File: src/rtl/sequenciador_frames_pkg.sv
// Shared definitions for the frame sequencer: FSM state codes, pet-state
// (estado) codes and the display command preamble table.
package sequenciador_pkg;

  // FSM state encoding (kept as plain constants for legacy tools)
  localparam logic [2:0] ST_IDLE    = 3'd0;
  localparam logic [2:0] ST_PRE     = 3'd1;
  localparam logic [2:0] ST_FETCH   = 3'd2;
  localparam logic [2:0] ST_PRESENT = 3'd3;
  localparam logic [2:0] ST_DONE    = 3'd4;

  // Pet state codes, one-hot with all-zero meaning idle
  typedef enum logic [3:0] {
    EST_IDLE       = 4'b0000,
    EST_DORMINDO   = 4'b0001,
    EST_COMENDO    = 4'b0010,
    EST_DANDO_AULA = 4'b0100,
    EST_MORTO      = 4'b1000
  } estado_t;

  // Column/page window commands sent ahead of the pixel data
  localparam int PREAMBLE_LEN = 6;

  function automatic logic [7:0] preamble_byte(input logic [2:0] idx);
    case (idx)
      3'd0:    return 8'h21;
      3'd1:    return 8'h00;
      3'd2:    return 8'h7F;
      3'd3:    return 8'h22;
      3'd4:    return 8'h00;
      3'd5:    return 8'h07;
      default: return 8'h00;
    endcase
  endfunction

endpackage

File: src/rtl/sequenciador_frames_if.sv
// Bus between the frame sequencer, the image controller (address/state out,
// byte back) and the display transmitter (valid/ready byte stream).
interface sequenciador_frames_if #(
  parameter int ADDR_W = 10
);
  logic [ADDR_W-1:0] byte_counter;
  logic [3:0]        estado_img;
  logic [7:0]        img_data;
  logic [7:0]        tx_data;
  logic              tx_valid;
  logic              tx_ready;
  logic              tx_dc;

  // Sequencer side
  modport master (
    output byte_counter, estado_img, tx_data, tx_valid, tx_dc,
    input  img_data, tx_ready
  );

  // Image controller / transmitter side
  modport slave (
    input  byte_counter, estado_img, tx_data, tx_valid, tx_dc,
    output img_data, tx_ready
  );
endinterface

File: src/rtl/sequenciador_frames_contador_animacao.sv
// Animation frame index: cleared when the pet state changes at frame start,
// stepped once per completed frame, wrapping modulo ANIM_FRAMES.
module contador_animacao #(
  parameter int ANIM_FRAMES = 4
) (
  input  logic       clk,
  input  logic       rst,
  input  logic       clear,
  input  logic       step,
  output logic [2:0] frame_index
);

  localparam logic [2:0] LAST_FRAME = 3'(ANIM_FRAMES - 1);

  // Clear has priority over step; wrap back to 0 after the last frame
  // NOTE: sequential state uses non-blocking (<=) so every flop samples pre-edge values.
  always_ff @(posedge clk or posedge rst) begin
    if (rst) begin
      frame_index <= 3'd0;
    end else if (clear) begin
      frame_index <= 3'd0;
    end else if (step) begin
      frame_index <= (frame_index == LAST_FRAME) ? 3'd0 : frame_index + 3'd1;
    end
  end

endmodule

File: src/rtl/sequenciador_frames.sv
// Frame sequencer: on each frame tick, walks the image controller through
// NUM_BYTES addresses and streams the returned bytes to the display
// transmitter over valid/ready. Optional feature macro SEQ_CMD_PREAMBLE_EN
// prepends the 6-byte column/page window command sequence (tx_dc=0).
module sequenciador_frames
  import sequenciador_pkg::*;
#(
  parameter int NUM_BYTES   = 1024,
  parameter int ADDR_W      = 10,
  parameter int ANIM_FRAMES = 4
) (
  input  logic                         clk,
  input  logic                         rst,
  input  logic [3:0]                   estado,
  input  logic                         tick_frame,
  sequenciador_frames_if.master        bus,
  output logic [2:0]                   frame_index,
  output logic                         busy,
  output logic                         frame_done,
  output logic                         overrun
);

  localparam logic [ADDR_W-1:0] LAST_ADDR = ADDR_W'(NUM_BYTES - 1);

  logic [2:0]        state;
  logic [ADDR_W-1:0] byte_counter;
  logic [3:0]        estado_img;
  logic [7:0]        tx_data;
  logic              tx_valid;
  logic              tx_dc;

  logic accept;
  logic start;
  logic anim_clear;
  logic anim_step;

  assign accept     = tx_valid && bus.tx_ready;
  assign start      = (state == ST_IDLE) && tick_frame;
  assign anim_clear = start && (estado != estado_img);
  assign anim_step  = (state == ST_DONE);

  assign bus.byte_counter = byte_counter;
  assign bus.estado_img   = estado_img;
  assign bus.tx_data      = tx_data;
  assign bus.tx_valid     = tx_valid;
  assign bus.tx_dc        = tx_dc;

`ifdef SEQ_CMD_PREAMBLE_EN
  logic [2:0] pre_idx;
  localparam logic [2:0] PRE_LAST = 3'(PREAMBLE_LEN - 1);

  // Data/command flag: low while the command preamble is on the bus
  always_ff @(posedge clk or posedge rst) begin
    if (rst) begin
      tx_dc <= 1'b1;
    end else if (start) begin
      tx_dc <= 1'b0;
    end else if (state == ST_PRE && accept && pre_idx == PRE_LAST) begin
      tx_dc <= 1'b1;
    end
  end
`else
  assign tx_dc = 1'b1;
`endif

  // Main frame FSM: address generation, byte capture and handshake
  always_ff @(posedge clk or posedge rst) begin
    if (rst) begin
      state        <= ST_IDLE;
      byte_counter <= '0;
      estado_img   <= 4'd0;
      tx_data      <= 8'd0;
      tx_valid     <= 1'b0;
      busy         <= 1'b0;
      frame_done   <= 1'b0;
      overrun      <= 1'b0;
`ifdef SEQ_CMD_PREAMBLE_EN
      pre_idx      <= 3'd0;
`endif
    end else begin
      frame_done <= 1'b0;
      // Any tick outside IDLE (including the DONE cycle) is dropped and flagged
      if (tick_frame && state != ST_IDLE) begin
        overrun <= 1'b1;
      end
      case (state)
        ST_IDLE: begin
          if (tick_frame) begin
            estado_img   <= estado;
            byte_counter <= '0;
            busy         <= 1'b1;
`ifdef SEQ_CMD_PREAMBLE_EN
            pre_idx      <= 3'd0;
            tx_data      <= preamble_byte(3'd0);
            tx_valid     <= 1'b1;
            state        <= ST_PRE;
`else
            state        <= ST_FETCH;
`endif
          end
        end
`ifdef SEQ_CMD_PREAMBLE_EN
        ST_PRE: begin
          if (accept) begin
            if (pre_idx == PRE_LAST) begin
              tx_valid <= 1'b0;
              state    <= ST_FETCH;
            end else begin
              pre_idx <= pre_idx + 3'd1;
              tx_data <= preamble_byte(pre_idx + 3'd1);
            end
          end
        end
`endif
        ST_FETCH: begin
          // Address has been stable for the ROM latency cycle; capture the byte
          tx_data  <= bus.img_data;
          tx_valid <= 1'b1;
          state    <= ST_PRESENT;
        end
        ST_PRESENT: begin
          if (accept) begin
            tx_valid <= 1'b0;
            if (byte_counter == LAST_ADDR) begin
              busy       <= 1'b0;
              frame_done <= 1'b1;
              state      <= ST_DONE;
            end else begin
              byte_counter <= byte_counter + ADDR_W'(1);
              state        <= ST_FETCH;
            end
          end
        end
        ST_DONE: begin
          state <= ST_IDLE;
        end
        default: begin
          state <= ST_IDLE;
        end
      endcase
    end
  end

  contador_animacao #(
    .ANIM_FRAMES (ANIM_FRAMES)
  ) u_contador_animacao (
    .clk         (clk),
    .rst         (rst),
    .clear       (anim_clear),
    .step        (anim_step),
    .frame_index (frame_index)
  );

endmodule

File: src/flat_wrapper.sv
// flat-port wrapper written by rule: the top's interface ports become plain ports
module sequenciador_frames_flat import sequenciador_pkg::*;
#(
  parameter int NUM_BYTES   = 1024,
  parameter int ADDR_W      = 10,
  parameter int ANIM_FRAMES = 4
)
  (clk, rst, estado, tick_frame, frame_index, busy, frame_done, overrun, bus_byte_counter, bus_estado_img, bus_tx_data, bus_tx_valid, bus_tx_dc, bus_img_data, bus_tx_ready);
  sequenciador_frames_if #(.ADDR_W(ADDR_W)) bus_i ();
  input  logic clk;
  input  logic rst;
  input  logic [3:0] estado;
  input  logic tick_frame;
  output logic [2:0] frame_index;
  output logic busy;
  output logic frame_done;
  output logic overrun;
  output wire logic [$bits(bus_i.byte_counter)-1:0] bus_byte_counter;
  output wire logic [$bits(bus_i.estado_img)-1:0] bus_estado_img;
  output wire logic [$bits(bus_i.tx_data)-1:0] bus_tx_data;
  output wire logic [$bits(bus_i.tx_valid)-1:0] bus_tx_valid;
  output wire logic [$bits(bus_i.tx_dc)-1:0] bus_tx_dc;
  input wire logic [$bits(bus_i.img_data)-1:0] bus_img_data;
  input wire logic [$bits(bus_i.tx_ready)-1:0] bus_tx_ready;
  assign bus_byte_counter = bus_i.byte_counter;
  assign bus_estado_img = bus_i.estado_img;
  assign bus_tx_data = bus_i.tx_data;
  assign bus_tx_valid = bus_i.tx_valid;
  assign bus_tx_dc = bus_i.tx_dc;
  assign bus_i.img_data = bus_img_data;
  assign bus_i.tx_ready = bus_tx_ready;
  sequenciador_frames #(.NUM_BYTES(NUM_BYTES), .ADDR_W(ADDR_W), .ANIM_FRAMES(ANIM_FRAMES)) u_core (.clk(clk), .rst(rst), .estado(estado), .tick_frame(tick_frame), .bus(bus_i), .frame_index(frame_index), .busy(busy), .frame_done(frame_done), .overrun(overrun));
endmodule
File: config.mk
export PLATFORM = sky130hd
export DESIGN_NAME = sequenciador_frames_flat
export DESIGN_NICKNAME = d
export VERILOG_FILES = /design/src/rtl/sequenciador_frames_pkg.sv /design/src/rtl/sequenciador_frames_if.sv /design/src/rtl/sequenciador_frames_contador_animacao.sv /design/src/rtl/sequenciador_frames.sv /design/src/flat_wrapper.sv
export SDC_FILE = /design/constraint.sdc
export NUM_CORES = 1
export LEC_CHECK = 0
export CORE_UTILIZATION = 40
export CTS_CLUSTER_DIAMETER = 100
export DETAILED_ROUTE_END_ITERATION = 7
export PLACE_DENSITY = 0.72
export SLEW_MARGIN = 20
export SYNTH_ARGS = -nofsm -noshare
export SYNTH_HDL_FRONTEND = slang
export SYNTH_SLANG_ARGS = --single-unit
File: constraint.sdc
create_clock -name clk -period 1.85 [get_ports clk]
set_input_delay 0.555 -clock clk [delete_from_list [all_inputs] [get_ports clk]]
set_output_delay 0.555 -clock clk [all_outputs]
set_load 0.02 [all_outputs]
Word-level counts from Yosys, hierarchy flattened
Cells that the tools add are included.
Storage, ports and cells
  word-level logic and storage cells: 55
  flip-flop bits (word level): 32
Cells by class
  eq/ne operators: 10
  reduce and logical (&&, ||, !) cells: 14
  mux-type cells: 20
  add/sub/neg operators: 2
Operators by type and width (count)
  two-way mux 10 bit: 3
  case mux 10 bit (2 select lines): 1
  two-way mux 3 bit: 6
  adder 10 x 1 -> 10 bit (second input constant): 1
  equality test 10 bit (second input constant): 1
  equality test 3 x 2 -> 1 bit (second input constant): 3
  case mux 3 bit (3 select lines): 1
  AND reduction 4 bit: 2
  two-way mux 1 bit: 7
  AND reduction 2 bit: 3
  nonzero test 2 bit: 3
  logical AND 1 bit: 4
  != test 2 x 1 -> 1 bit (second input constant): 2
  != test 2 bit (second input constant): 2
  != test 4 bit: 1
  case mux 1 bit (2 select lines): 2
  adder 3 x 1 -> 3 bit (second input constant): 1
  equality test 3 bit (second input constant): 1
  zero test 3 bit: 1
  nonzero test 3 bit: 1

Depth between registers and ports, before layout
Gate-level depths: netlist of the first run.
  word-level depth: 4
  mapped depth: 7
  gate-level depth less buffers: 5

By module
From an unflattened synthesis of the first run, not the netlist that was laid out.
Unflattened totals
  cells, all modules: 129
  area total of the unflattened synthesis: 1477.7 sq um
Modules (own cells, without submodules)
  sequenciador_frames: area an instance 1336.3 sq um, times used 1, seq. area each 725.7 sq um, cells each 116
  contador_animacao: area an instance 141.4 sq um, times used 1, seq. area each 75.1 sq um, cells each 13

Worst setup path before layout of the first run
OpenSTA, ideal clock, no wires.
  path kind: register to register
  start point: register u_core.byte_counter[0], in the netlist u_core.bus.byte_counter[0]
  end point: register u_core.byte_counter[8], in the netlist u_core.bus.byte_counter[8]
  cell stages (with the launch flop): 8
  data required time: 1.781 ns
  data arrival time: 1.953 ns
  setup time: 0.069 ns
  slack: -0.172 ns
  cells stage by stage: dfrtp_1 -> ha_1 -> and4_1 -> clkbuf_1 -> and4_1 -> buf_2 -> or4b_1 -> nand3_1
Between the ends
  cells in the longest elaborated chain, start to end: 4
  elaborated cells between the ends (all ways): 7
  classes of those cells: add/sub (1); eq/ne (2); mux (3); reduce/logical (1)
RTL lines
  from (decl): line sequenciador_frames.sv:26  | logic [ADDR_W-1:0] byte_counter;
  from (signal assigned): line sequenciador_frames.sv:129  | byte_counter <= byte_counter + ADDR_W'(1);
  adder 10 x 1 -> 10 bit: line sequenciador_frames.sv:129
  two-way mux 10 bit: line sequenciador_frames.sv:124  | if (byte_counter == LAST_ADDR) begin
  two-way mux 10 bit: line sequenciador_frames.sv:122  | if (accept) begin
  case mux 10 bit (2 select lines): line sequenciador_frames.sv:86  | case (state)
Several ways; a longest one is shown, not always the timed one. The select of a mux whose other input is x is not followed.
A chain may end at the register's enable or synchronous reset.

Final worst setup path of the first run
  start point: register u_core.tx_data[2], in the netlist u_core.bus.tx_data[2]
  end point: output port bus_tx_data[2]
RTL lines
  from (decl): line sequenciador_frames.sv:28  | logic [7:0] tx_data;
  from (signal assigned): line sequenciador_frames.sv:117  | tx_data <= bus.img_data;
  to (decl): line flat_wrapper.sv:20  | output wire logic [$bits(bus_i.tx_data)-1:0] bus_tx_data;
No word-level cell between the ends.

==> impl_metrics.env, run 1 <==
export IMPL_synth_top_family_by_area="simple AND/OR/NAND/NOR gates"
export IMPL_first_iter_violations=83
export IMPL_wl_per_cell_um=14.4
export IMPL_whs_path_depth=1
export IMPL_finalHoldViolCount=0
export IMPL_grt_pass1_vias=1382
export IMPL_synth_area_um2=1570
export IMPL_dp_hpwl_mm=2.81
export IMPL_ys_seq_area_share_pct=50.9
export IMPL_p_leak_nw=1.07
export IMPL_syn_inst=156
export IMPL_rr_worst_depth=5
export IMPL_end_kind="output port"
export IMPL_pre_cts_slack_ns=-0.508
export IMPL_clk_latency_ns=0.28
export IMPL_required_ns=1.29
export IMPL_synth_distinct_cells=33
export IMPL_first_pass_iters=4
export IMPL_multi_input_area_um2=729
export IMPL_synth_edf_count=0
export IMPL_crit_buf_inv=1
export IMPL_synthMuxAreaShare_pct=5.72
export IMPL_outcome="complete, no violations"
export IMPL_antenna_found_initial=0
export IMPL_arrival_ns=1.25
export IMPL_yosys_area_top_type="dfrtp_1"
export IMPL_drive_gt1_share_pct=19.4
export IMPL_crit_chain="clkdlybuf4s50_1"
export IMPL_setup_ws_ns=0.0448
export IMPL_synthSimpleGateAreaFrac_pct=21.6
export IMPL_synth_compound_area_share_pct=12.9
export IMPL_grt_pass1_wl_mm=6.44
export IMPL_hold_class="reg -> reg"
export IMPL_cts_max_path_buffers=2
export IMPL_cp_top_family="buffers and inverters"
export IMPL_cts_hold_buf=0
export IMPL_async_flop_share_pct=100
export IMPL_regArea_um2=803
export IMPL_grt_max_degree=33
export IMPL_gr_total_overflow=0
export IMPL_cts_root_buf="clkbuf_8"
export IMPL_routabilityCongestion=0.877
export IMPL_num_nets_final=233
export IMPL_powerDensity_nw_per_um2=1380
export IMPL_yosys_top_cells_count="32 x dfrtp_1, 21 x nand2_1, 9 x a21oi_1, 9 x nand3_1"
export IMPL_critPathMaxFanout=2
export IMPL_cts_buffers=5
export IMPL_fin_crit_sh_pct=97.6
export IMPL_area_delta_synth_final_pct=46.4
export IMPL_dieArea_um2=4190
export IMPL_initial_core_util_pct=42.4
export IMPL_synth_most_common_cell="dfrtp_1"
export IMPL_synth_top_area_share_pct=50.9
export IMPL_diodes=0
export IMPL_setup_viol=0
export IMPL_cp_depth=1
export IMPL_ir_drop_uv=1000
export IMPL_rsz0062_at_grt="no"
export IMPL_max_stage_delay_ns=0.62
export IMPL_io_buffer_count=44
export IMPL_viasPerCell=5.32
export IMPL_cts_tree="done"
export IMPL_synth_flop_cell="dfrtp_1"
export IMPL_synth_xor_area_share_pct=2.23
export IMPL_yosysWarnings=0
export IMPL_crit_path_top_delay_cell="clkdlybuf4s50_1"
export IMPL_rows=22
export IMPL_rrSetupSlack_ns=0.08
export IMPL_core_um2=3720
export IMPL_worst_setup_path_start_kind="register"
export IMPL_fillers=321
export IMPL_die_y_um=64.7
export IMPL_drc=0
export IMPL_whs_ns=0.464
export IMPL_final_setup_skew_ns=0.00465
export IMPL_io_pins=46
export IMPL_crit_type="reg -> out"
export IMPL_wl_mm=3.79
export IMPL_clock_sinks=32
export IMPL_slew_violations=0
export IMPL_ant_nets=0
export IMPL_syn_avg_cell_area_um2=10.1
export IMPL_path_clk_slew_ns=0.07
export IMPL_die_w_um=64.7
export IMPL_htreeDepth=2
export IMPL_vias=1404
export IMPL_finalSetupTns_ns=0
export IMPL_yosys_area_share_adder_pct=1.59
export IMPL_synthTopCellsByArea="dfrtp_1 51%, mux2_2 5.7%, nand2_1 5.0%"
export IMPL_period_minus_slack_ns=1.81
export IMPL_synth_ff_latch_count=32
export IMPL_syn_nets=174
export IMPL_drv_cap=0
export IMPL_clock_fmax_mhz=554
export IMPL_track_usage_pct=20.2
-- stage by stage --
step / utilization, % / std cells / power, W / instance area, um^2
5_1_grt: 62.0 / 264 / 0.00336 / 2300
3_3_place_gp: 57.9 / 255 / 0.00245 / 2150
4_1_cts: 61.3 / 264 / 0.00321 / 2280
3_5_place_dp: 57.9 / 255 / 0.00252 / 2150
6_report: 62.0 / 264 / 0.00318 / 2300
2_1_floorplan: - / 156 / 0.00185 / 1600
-- repair_timing --
item | in CTS | in global routing
gates resized for setup | 17 | 9
pin swaps | 4 | 1
buffers inserted | 1 | 0
endpoints found under the setup margin | 22 | 11
-- cell usage in the layout, fill, tap and decap left out, types with 2 or more instances in the layout --
cell / synthesis / layout
inv_1: 3 / 3
o21ai_0: 7 / 6
dlygate4sd2_1: 0 / 13
or3_1: 2 / 2
and4_1: 5 / 4
mux2_2: 8 / 8
clkbuf_8: 0 / 7
dlymetal6s2s_1: 0 / 6
a21oi_1: 9 / 9
o31ai_2: 0 / 2
o22a_1: 2 / 2
nand3b_1: 3 / 3
buf_4: 1 / 18
a21o_1: 2 / 2
nand2_1: 21 / 21
clkdlybuf4s50_1: 0 / 25
nand2b_1: 4 / 4
o31ai_1: 8 / 6
nand4_1: 5 / 5
dfrtp_2: 0 / 2
xnor2_1: 4 / 4
nand3_1: 9 / 9
dfrtp_1: 32 / 30
nor2_1: 8 / 8
-- area by class of cell --
| type | count | share of cell area [%] |
|---|---|---|
| clock buffer | 7 | 4.18 |
| clock inverter | 1 | 1.30 |
| inverter | 3 | 0.489 |
| multi-input combinational | 111 | 31.7 |
| sequential | 32 | 34.9 |
| tap | 48 | 2.61 |
| timing repair buffer | 62 | 24.9 |
-- state kept, by name, summed over array words and instances, names as in the netlist --
name / cells
u_core.bus.estado_img: 4
u_core.bus.tx_valid: 1
u_core.bus.tx_data: 8
u_core.u_contador_animacao.frame_index: 3
u_core.bus.byte_counter: 10
u_core.overrun: 1
u_core.state: 3
u_core.busy: 1
u_core.frame_done: 1
-- path summary, 6_finish.rpt --
kind,start,to
min in group asynchronous,rst,u_core.bus.tx_data[7]$_DFFE_PP0P_
hold / removal,u_core.overrun$_DFFE_PP0P_,u_core.overrun$_DFFE_PP0P_
setup reg to reg,u_core.bus.byte_counter[0]$_DFFE_PP0P_,u_core.bus.byte_counter[8]$_DFFE_PP0P_
max in group asynchronous,rst,u_core.bus.byte_counter[0]$_DFFE_PP0P_
setup / recovery,u_core.bus.tx_data[2]$_DFFE_PP0P_,bus_tx_data[2]
hold reg to reg,u_core.overrun$_DFFE_PP0P_,u_core.overrun$_DFFE_PP0P_
-- cells by family (layout without fill, tap and decap cells) --
logic type,after synthesis,in the layout
flops,32,32
compound gates,32,32
mux,8,8
other cells,1,1
buf+inv,13,73
xor+xnor,4,4
simple gates,64,64
fa+ha+maj,2,2
-- power breakdown --
part           internal [W]  switching [W]  total, W
Sequential         0.000930       0.000210   0.00114
Combinational      0.000644       0.000668   0.00131
Clock              0.000475       0.000250  0.000725
-- metal layers --
metal / global-route usage, % / up-vias / part of all wire [%]
met1: 24.6 / 686 / 44
met5: 0 / - / 0
met4: 7.50 / 0 / 1.0
li1: - / 678 / -
met2: 34.6 / 37 / 51
met3: 4.58 / 3 / 3.6
Power figures use the tool's default switching activity.
==> run 2, diff against run 1 <==
--- a/config.mk
+++ b/config.mk
@@ -5,10 +5,13 @@
 export SDC_FILE = /design/constraint.sdc
 export NUM_CORES = 1
 export LEC_CHECK = 0
-export CORE_UTILIZATION = 40
+export CELL_PAD_IN_SITES_DETAIL_PLACEMENT = 1
+export CELL_PAD_IN_SITES_GLOBAL_PLACEMENT = 2
+export CORE_UTILIZATION = 25
 export CTS_CLUSTER_DIAMETER = 100
 export DETAILED_ROUTE_END_ITERATION = 7
-export PLACE_DENSITY = 0.72
+export HOLD_SLACK_MARGIN = 0.1
+export PLACE_DENSITY = 0.74
 export SLEW_MARGIN = 20
 export SYNTH_ARGS = -nofsm -noshare
 export SYNTH_HDL_FRONTEND = slang
==> run 2 against run 1 <==
Compared with the run above:
- die area up 58%
- final area up 2.6%
- sequential power about the same
- register-to-register slack about the same
- combinational power about the same
- cell count up 11%
- sequential share of layout area down 0.87 points
- count of clock-buffer cells in the layout down 2
- wire length up 7.1%
- flip-flop and latch count unchanged
- largest cell class unchanged
- largest power group unchanged
==> impl_metrics.env, run 2 (same netlist as run 1, synthesis figures left out) <==
export IMPL_clk_latency_ns=0.28
export IMPL_outcome="complete, no violations"
export IMPL_drv_cap=0
export IMPL_grt_use_met3_pct=4.04
export IMPL_wl_per_cell_um=13.8
export IMPL_die_y_um=81.3
export IMPL_crit_type="reg -> out"
export IMPL_initial_core_util_pct=26.3
export IMPL_drc=0
export IMPL_switchingPower_w=0.00114
export IMPL_grt_pass1_vias=1404
export IMPL_io_buffer_count=44
export IMPL_final_common_cell="dfrtp_1"
export IMPL_htreeDepth=2
export IMPL_grt_max_degree=27
export IMPL_p_seq_share_pct=36.1
export IMPL_drive_gt1_share_pct=21.6
export IMPL_power_frac_comb_pct=42.1
export IMPL_track_usage_pct=13.8
export IMPL_arrival_ns=1.25
export IMPL_num_nets_final=235
export IMPL_gr_total_overflow=0
export IMPL_largestRegisters="u_core.bus.byte_counter (10), u_core.bus.tx_data (8), u_core.bus.estado_img (4)"
export IMPL_period_minus_slack_ns=1.81
export IMPL_cts_max_path_buffers=2
export IMPL_vias=1394
export IMPL_whs_ns=0.500
export IMPL_slew_violations=0
export IMPL_switching_share_pct=36.7
export IMPL_area_delta_synth_final_pct=50.2
export IMPL_clock_fmax_mhz=554
export IMPL_largest_reg_flops=10
export IMPL_powerDensity_nw_per_um2=1310
export IMPL_dp_cells=283
export IMPL_gr_max_usage_layer="met2"
export IMPL_ant_nets=0
export IMPL_cp_top_family="buffers and inverters"
export IMPL_wl_mm=4.06
export IMPL_crit_buf_inv=1
export IMPL_ir_drop_uv=619
export IMPL_grt_met2_usage_pct=21.3
export IMPL_diodes=0
export IMPL_io_pins=46
export IMPL_hold_class="reg -> reg"
export IMPL_setup_viol=0
export IMPL_cts_root_buf="clkbuf_8"
export IMPL_p_clk_share_pct=21.8
export IMPL_required_ns=1.29
export IMPL_regMostFlops="u_core.bus.byte_counter"
export IMPL_dp_hpwl_mm=2.92
export IMPL_cts_tree="done"
export IMPL_max_stage_delay_ns=0.61
export IMPL_routabilityCongestion=0.732
export IMPL_grt_pass1_wl_mm=6.87
export IMPL_intPower_w=0.00197
export IMPL_antenna_found_initial=0
export IMPL_end_kind="output port"
export IMPL_first_iter_violations=82
export IMPL_cts_buffers=5
export IMPL_viasPerCell=4.76
export IMPL_worst_setup_path_start_kind="register"
export IMPL_layout_common_cells="30 x dfrtp_1, 24 x clkdlybuf4s50_1, 21 x nand2_1"
export IMPL_fin_cells=293
export IMPL_finalHoldViolCount=0
export IMPL_crit_path_top_delay_cell="clkdlybuf4s50_1"
export IMPL_die_w_um=81.3
export IMPL_critPathMaxFanout=2
export IMPL_clock_sinks=32
export IMPL_fin_crit_sh_pct=97.6
export IMPL_core_um2=5990
export IMPL_path_clk_slew_ns=0.07
export IMPL_first_pass_iters=2
export IMPL_dieArea_um2=6620
export IMPL_p_leak_nw=1.06
export IMPL_crit_chain="clkdlybuf4s50_1"
export IMPL_globalRouteMet1Util_pct=17.9
export IMPL_rows=28
export IMPL_final_setup_skew_ns=0.00234
export IMPL_fin_util_pct=39.5
-- run 2: changes by cell type in the layout (fill, tap and decap cells not counted), moves of 2 or more --
cell,previous run,this run
clkbuf_8,7,5
dlygate4sd2_1,13,15
o31ai_1,6,4
o31ai_2,2,4
-- run 2: path summary, 6_finish.rpt --
path | start | endpoint | slack, ns | cells past startpoint
min reg2reg | u_core.overrun$_DFFE_PP0P_ | u_core.overrun$_DFFE_PP0P_ | 0.50 | 1
min in group asynchronous | rst | u_core.bus.tx_data[2]$_DFFE_PP0P_ | 0.51 | 2
max in group asynchronous | rst | u_core.bus.byte_counter[0]$_DFFE_PP0P_ | 0.89 | 3
max | u_core.overrun$_DFFE_PP0P_ | overrun | 0.04 | 1
min | u_core.overrun$_DFFE_PP0P_ | u_core.overrun$_DFFE_PP0P_ | 0.50 | 1
max reg2reg | u_core.bus.byte_counter[0]$_DFFE_PP0P_ | u_core.bus.byte_counter[8]$_DFFE_PP0P_ | 0.07 | 5
-- run 2: area by class of cell --
class / instances / area [um^2]
clock buffer: 5 / 68.8
clock inverter: 3 / 42.5
fill: 683 / 3630
inverter: 3 / 11.3
multi-input combinational: 111 / 743
sequential: 32 / 803
tap: 75 / 93.8
timing repair buffer: 64 / 601
-- run 2: power by group through the flow --
stage          combinational, W  sequential, W  clock, W
3_3_place_gp            0.00133        0.00115         0
5_1_grt                 0.00143        0.00116  0.000730
4_1_cts                 0.00128        0.00113  0.000708
6_report                0.00131        0.00112  0.000677
2_1_floorplan          0.000470        0.00138         0
3_5_place_dp            0.00134        0.00115         0
-- run 2: routing by layer --
layer	vias up	wire length, um
met5	-	0
met4	0	60
met3	5	216
met2	31	1890
met1	680	1890
li1	678	-
-- run 2: what timing repair did --
action	in CTS	in global routing
resized for setup	17	12
gates cloned	0	0
hold buffers	0	0
setup buffers	0	2
pin swaps	0	1
endpoints found under the setup margin	24	10
-- run 2: worst register-to-register path, delay by kind of cell, from the launching register on --
family / cells / cell delay, ns
and+or+nand+nor: 4 / 1.09
DFF: 1 / 0.45
adders and majority gates: 1 / 0.18
-- run 2: through the flow --
step / TNS [ns] / setup slack, ns / instance area, um^2 / power, W
CTS: 0 / 0.00458 / 2310 / 0.00312
global route: -0.0222 / -0.0215 / 2360 / 0.00332
floorplan: -0.0253 / -0.0253 / 1600 / 0.00185
finish: 0 / 0.0450 / 2360 / 0.00311
global placement: -4.97 / -0.421 / 2210 / 0.00248
detailed placement: -5.56 / -0.465 / 2210 / 0.00249
==> run 3, diff against run 2 <==
--- a/config.mk
+++ b/config.mk
@@ -7,6 +7,7 @@
 export LEC_CHECK = 0
 export CELL_PAD_IN_SITES_DETAIL_PLACEMENT = 1
 export CELL_PAD_IN_SITES_GLOBAL_PLACEMENT = 2
+export CORE_MARGIN = 8
 export CORE_UTILIZATION = 25
 export CTS_CLUSTER_DIAMETER = 100
 export DETAILED_ROUTE_END_ITERATION = 7
==> run 3 against run 2 <==
Compared with the run above:
- count of clock-buffer cells in the layout is 2 higher
- sequential share of layout area increased by 0.35 points
- clock skew hardly changed
- highest routed layer unchanged
- register-to-register slack improved by 0.03 ns
- first-iteration DRC count is 35% lower
- utilization shrank 1.7 points
- flip-flop and latch count unchanged
- non-clock buffer count up 3
- power is 5.1% lower
- fmax is 0.10% higher
- via count increased by 0.22%
==> impl_metrics.env, run 3 (same netlist as run 1, synthesis figures left out) <==
export IMPL_outcome="complete, no violations"
export IMPL_regMostFlops="u_core.bus.byte_counter"
export IMPL_drv_cap=0
export IMPL_first_iter_violations=53
export IMPL_p_leak_nw=1.04
export IMPL_crit_chain="clkdlybuf4s50_1"
export IMPL_clock_fmax_mhz=555
export IMPL_cts_buffers=5
export IMPL_clock_sinks=32
export IMPL_core_um2=6200
export IMPL_cp_top_family="buffers and inverters"
export IMPL_whs_path_depth=1
export IMPL_critPathMaxFanout=2
export IMPL_rows=29
export IMPL_area_delta_synth_final_pct=48.6
export IMPL_design_area_um2=2340
export IMPL_end_kind="output port"
export IMPL_initial_core_util_pct=25.4
export IMPL_fin_crit_sh_pct=97.5
export IMPL_max_stage_delay_ns=0.61
export IMPL_vias=1397
export IMPL_powerDensity_nw_per_um2=1260
export IMPL_pre_cts_slack_ns=-0.473
export IMPL_finalHoldViolCount=0
export IMPL_crit_buf_inv=1
export IMPL_die_y_um=95.3
export IMPL_clk_latency_ns=0.28
export IMPL_drc=0
export IMPL_diodes=0
export IMPL_layout_common_cells="30 x dfrtp_1, 25 x clkdlybuf4s50_1, 22 x buf_4"
export IMPL_cts_max_path_buffers=2
export IMPL_cts_tree="done"
export IMPL_worst_setup_path_start_kind="register"
export IMPL_placement_cell_area_um2=2250
export IMPL_viasPerCell=4.69
export IMPL_finalSetupTns_ns=0
export IMPL_wl_per_cell_um=14.5
export IMPL_fillers=712
export IMPL_io_buffer_count=44
export IMPL_crit_path_top_delay_cell="clkdlybuf4s50_1"
export IMPL_required_ns=1.29
export IMPL_largest_reg_flops=10
export IMPL_dp_hpwl_mm=3.17
export IMPL_htreeDepth=2
export IMPL_grt_max_degree=33
export IMPL_fin_cells=298
export IMPL_largestRegisters="u_core.bus.byte_counter (10), u_core.bus.tx_data (8), u_core.bus.estado_img (4)"
export IMPL_hold_class="reg -> reg"
export IMPL_die_w_um=95.3
export IMPL_track_usage_pct=10.2
export IMPL_routabilityCongestion=0.736
export IMPL_rrSetupSlack_ns=0.10
export IMPL_final_common_cell="dfrtp_1"
export IMPL_first_pass_iters=4
export IMPL_ant_nets=0
export IMPL_dieArea_um2=9090
export IMPL_arrival_ns=1.25
export IMPL_num_nets_final=238
export IMPL_cts_root_buf="clkbuf_8"
export IMPL_r2r_start="u_core.bus.byte_counter[1]$_DFFE_PP0P_"
export IMPL_setup_ws_ns=0.0468
export IMPL_final_setup_skew_ns=0.00283
export IMPL_drive_gt1_share_pct=19.9
export IMPL_setup_viol=0
export IMPL_slew_violations=0
export IMPL_r2r_end="u_core.bus.byte_counter[8]$_DFFE_PP0P_"
export IMPL_io_pins=46
export IMPL_fin_util_pct=37.7
export IMPL_worstHoldEndpoint="u_core.overrun$_DFFE_PP0P_"
export IMPL_antenna_found_initial=0
export IMPL_gr_total_overflow=0
export IMPL_path_clk_slew_ns=0.07
export IMPL_grt_pass1_vias=1474
export IMPL_rr_worst_depth=5
export IMPL_min_from="u_core.overrun$_DFFE_PP0P_"
export IMPL_grt_pass1_wl_mm=7.34
export IMPL_ir_drop_uv=579
export IMPL_period_minus_slack_ns=1.80
export IMPL_wl_mm=4.32
export IMPL_dp_cells=290
export IMPL_postCtsSetupBuffers=0
export IMPL_crit_type="reg -> out"
[run 3: cell count changes in the layout (fill, tap and decap cells not counted), sizes merged]
cell	delta
buf	+3
clkinvlp	-1
clkdlybuf4s50	+1
bufinv	-1
dlygate4sd2	-1
clkbuf	+2
[run 3: cell type report]
type                            count  area (um^2)  area share (%)
Multi-Input combinational cell    111          727            31.1
Inverter                            3         11.3           0.481
Clock buffer                        7         76.3            3.26
Sequential cell                    32          803            34.3
Clock inverter                      1         5.00           0.214
Tap cell                           77         96.3            4.12
Timing Repair Buffer               67          621            26.5
[run 3: layer usage]
metal / wire [um] / part of all wire (%) / global-route usage (%)
met1: 1960 / 45 / 12.4
met2: 1930 / 45 / 15.1
met3: 344 / 8.0 / 4.41
met4: 88 / 2.0 / 5.07
met5: 0 / 0 / 0
[run 3: power by group]
part / switching, W / internal [W]
clock network: 0.000255 / 0.000264
registers: 0.000203 / 0.000929
logic: 0.000670 / 0.000629
[run 3: timing repair]
item                                    CTS  global route
gates cloned                              0             0
gates resized for setup                  15             8
pin swaps                                 1             0
endpoints found under the setup margin   23             7
hold buffers                              0             0
[run 3: stage by stage]
| step | hold slack, ns | power, W |
|---|---|---|
| 6_report | 0.471 | 0.00295 |
| 5_1_grt | 0.518 | 0.00316 |
| 4_1_cts | 0.487 | 0.00301 |
| 3_5_place_dp | 0.470 | 0.00254 |
| 3_3_place_gp | 0.466 | 0.00252 |
| 2_1_floorplan | 0.574 | 0.00185 |
[run 3: worst max path at each step]
| stage | start | slack (ns) | to | depth (start not counted) |
|---|---|---|---|---|
| 6_report | u_core.bus.byte_counter[6]$_DFFE_PP0P_ | 0.05 | bus_byte_counter[6] | 1 |
| 5_1_grt | u_core.bus.byte_counter[6]$_DFFE_PP0P_ | -0.002 | bus_byte_counter[6] | 1 |
| 4_1_cts | u_core.busy$_DFFE_PP0P_ | 0.005 | busy | 1 |
| 3_5_place_dp | tick_frame | -0.47 | u_core.bus.byte_counter[8]$_DFFE_PP0P_ | 5 |
| 3_3_place_gp | tick_frame | -0.45 | u_core.bus.byte_counter[8]$_DFFE_PP0P_ | 5 |
| 2_1_floorplan | u_core.bus.byte_counter[1]$_DFFE_PP0P_ | -0.03 | u_core.bus.byte_counter[8]$_DFFE_PP0P_ | 7 |
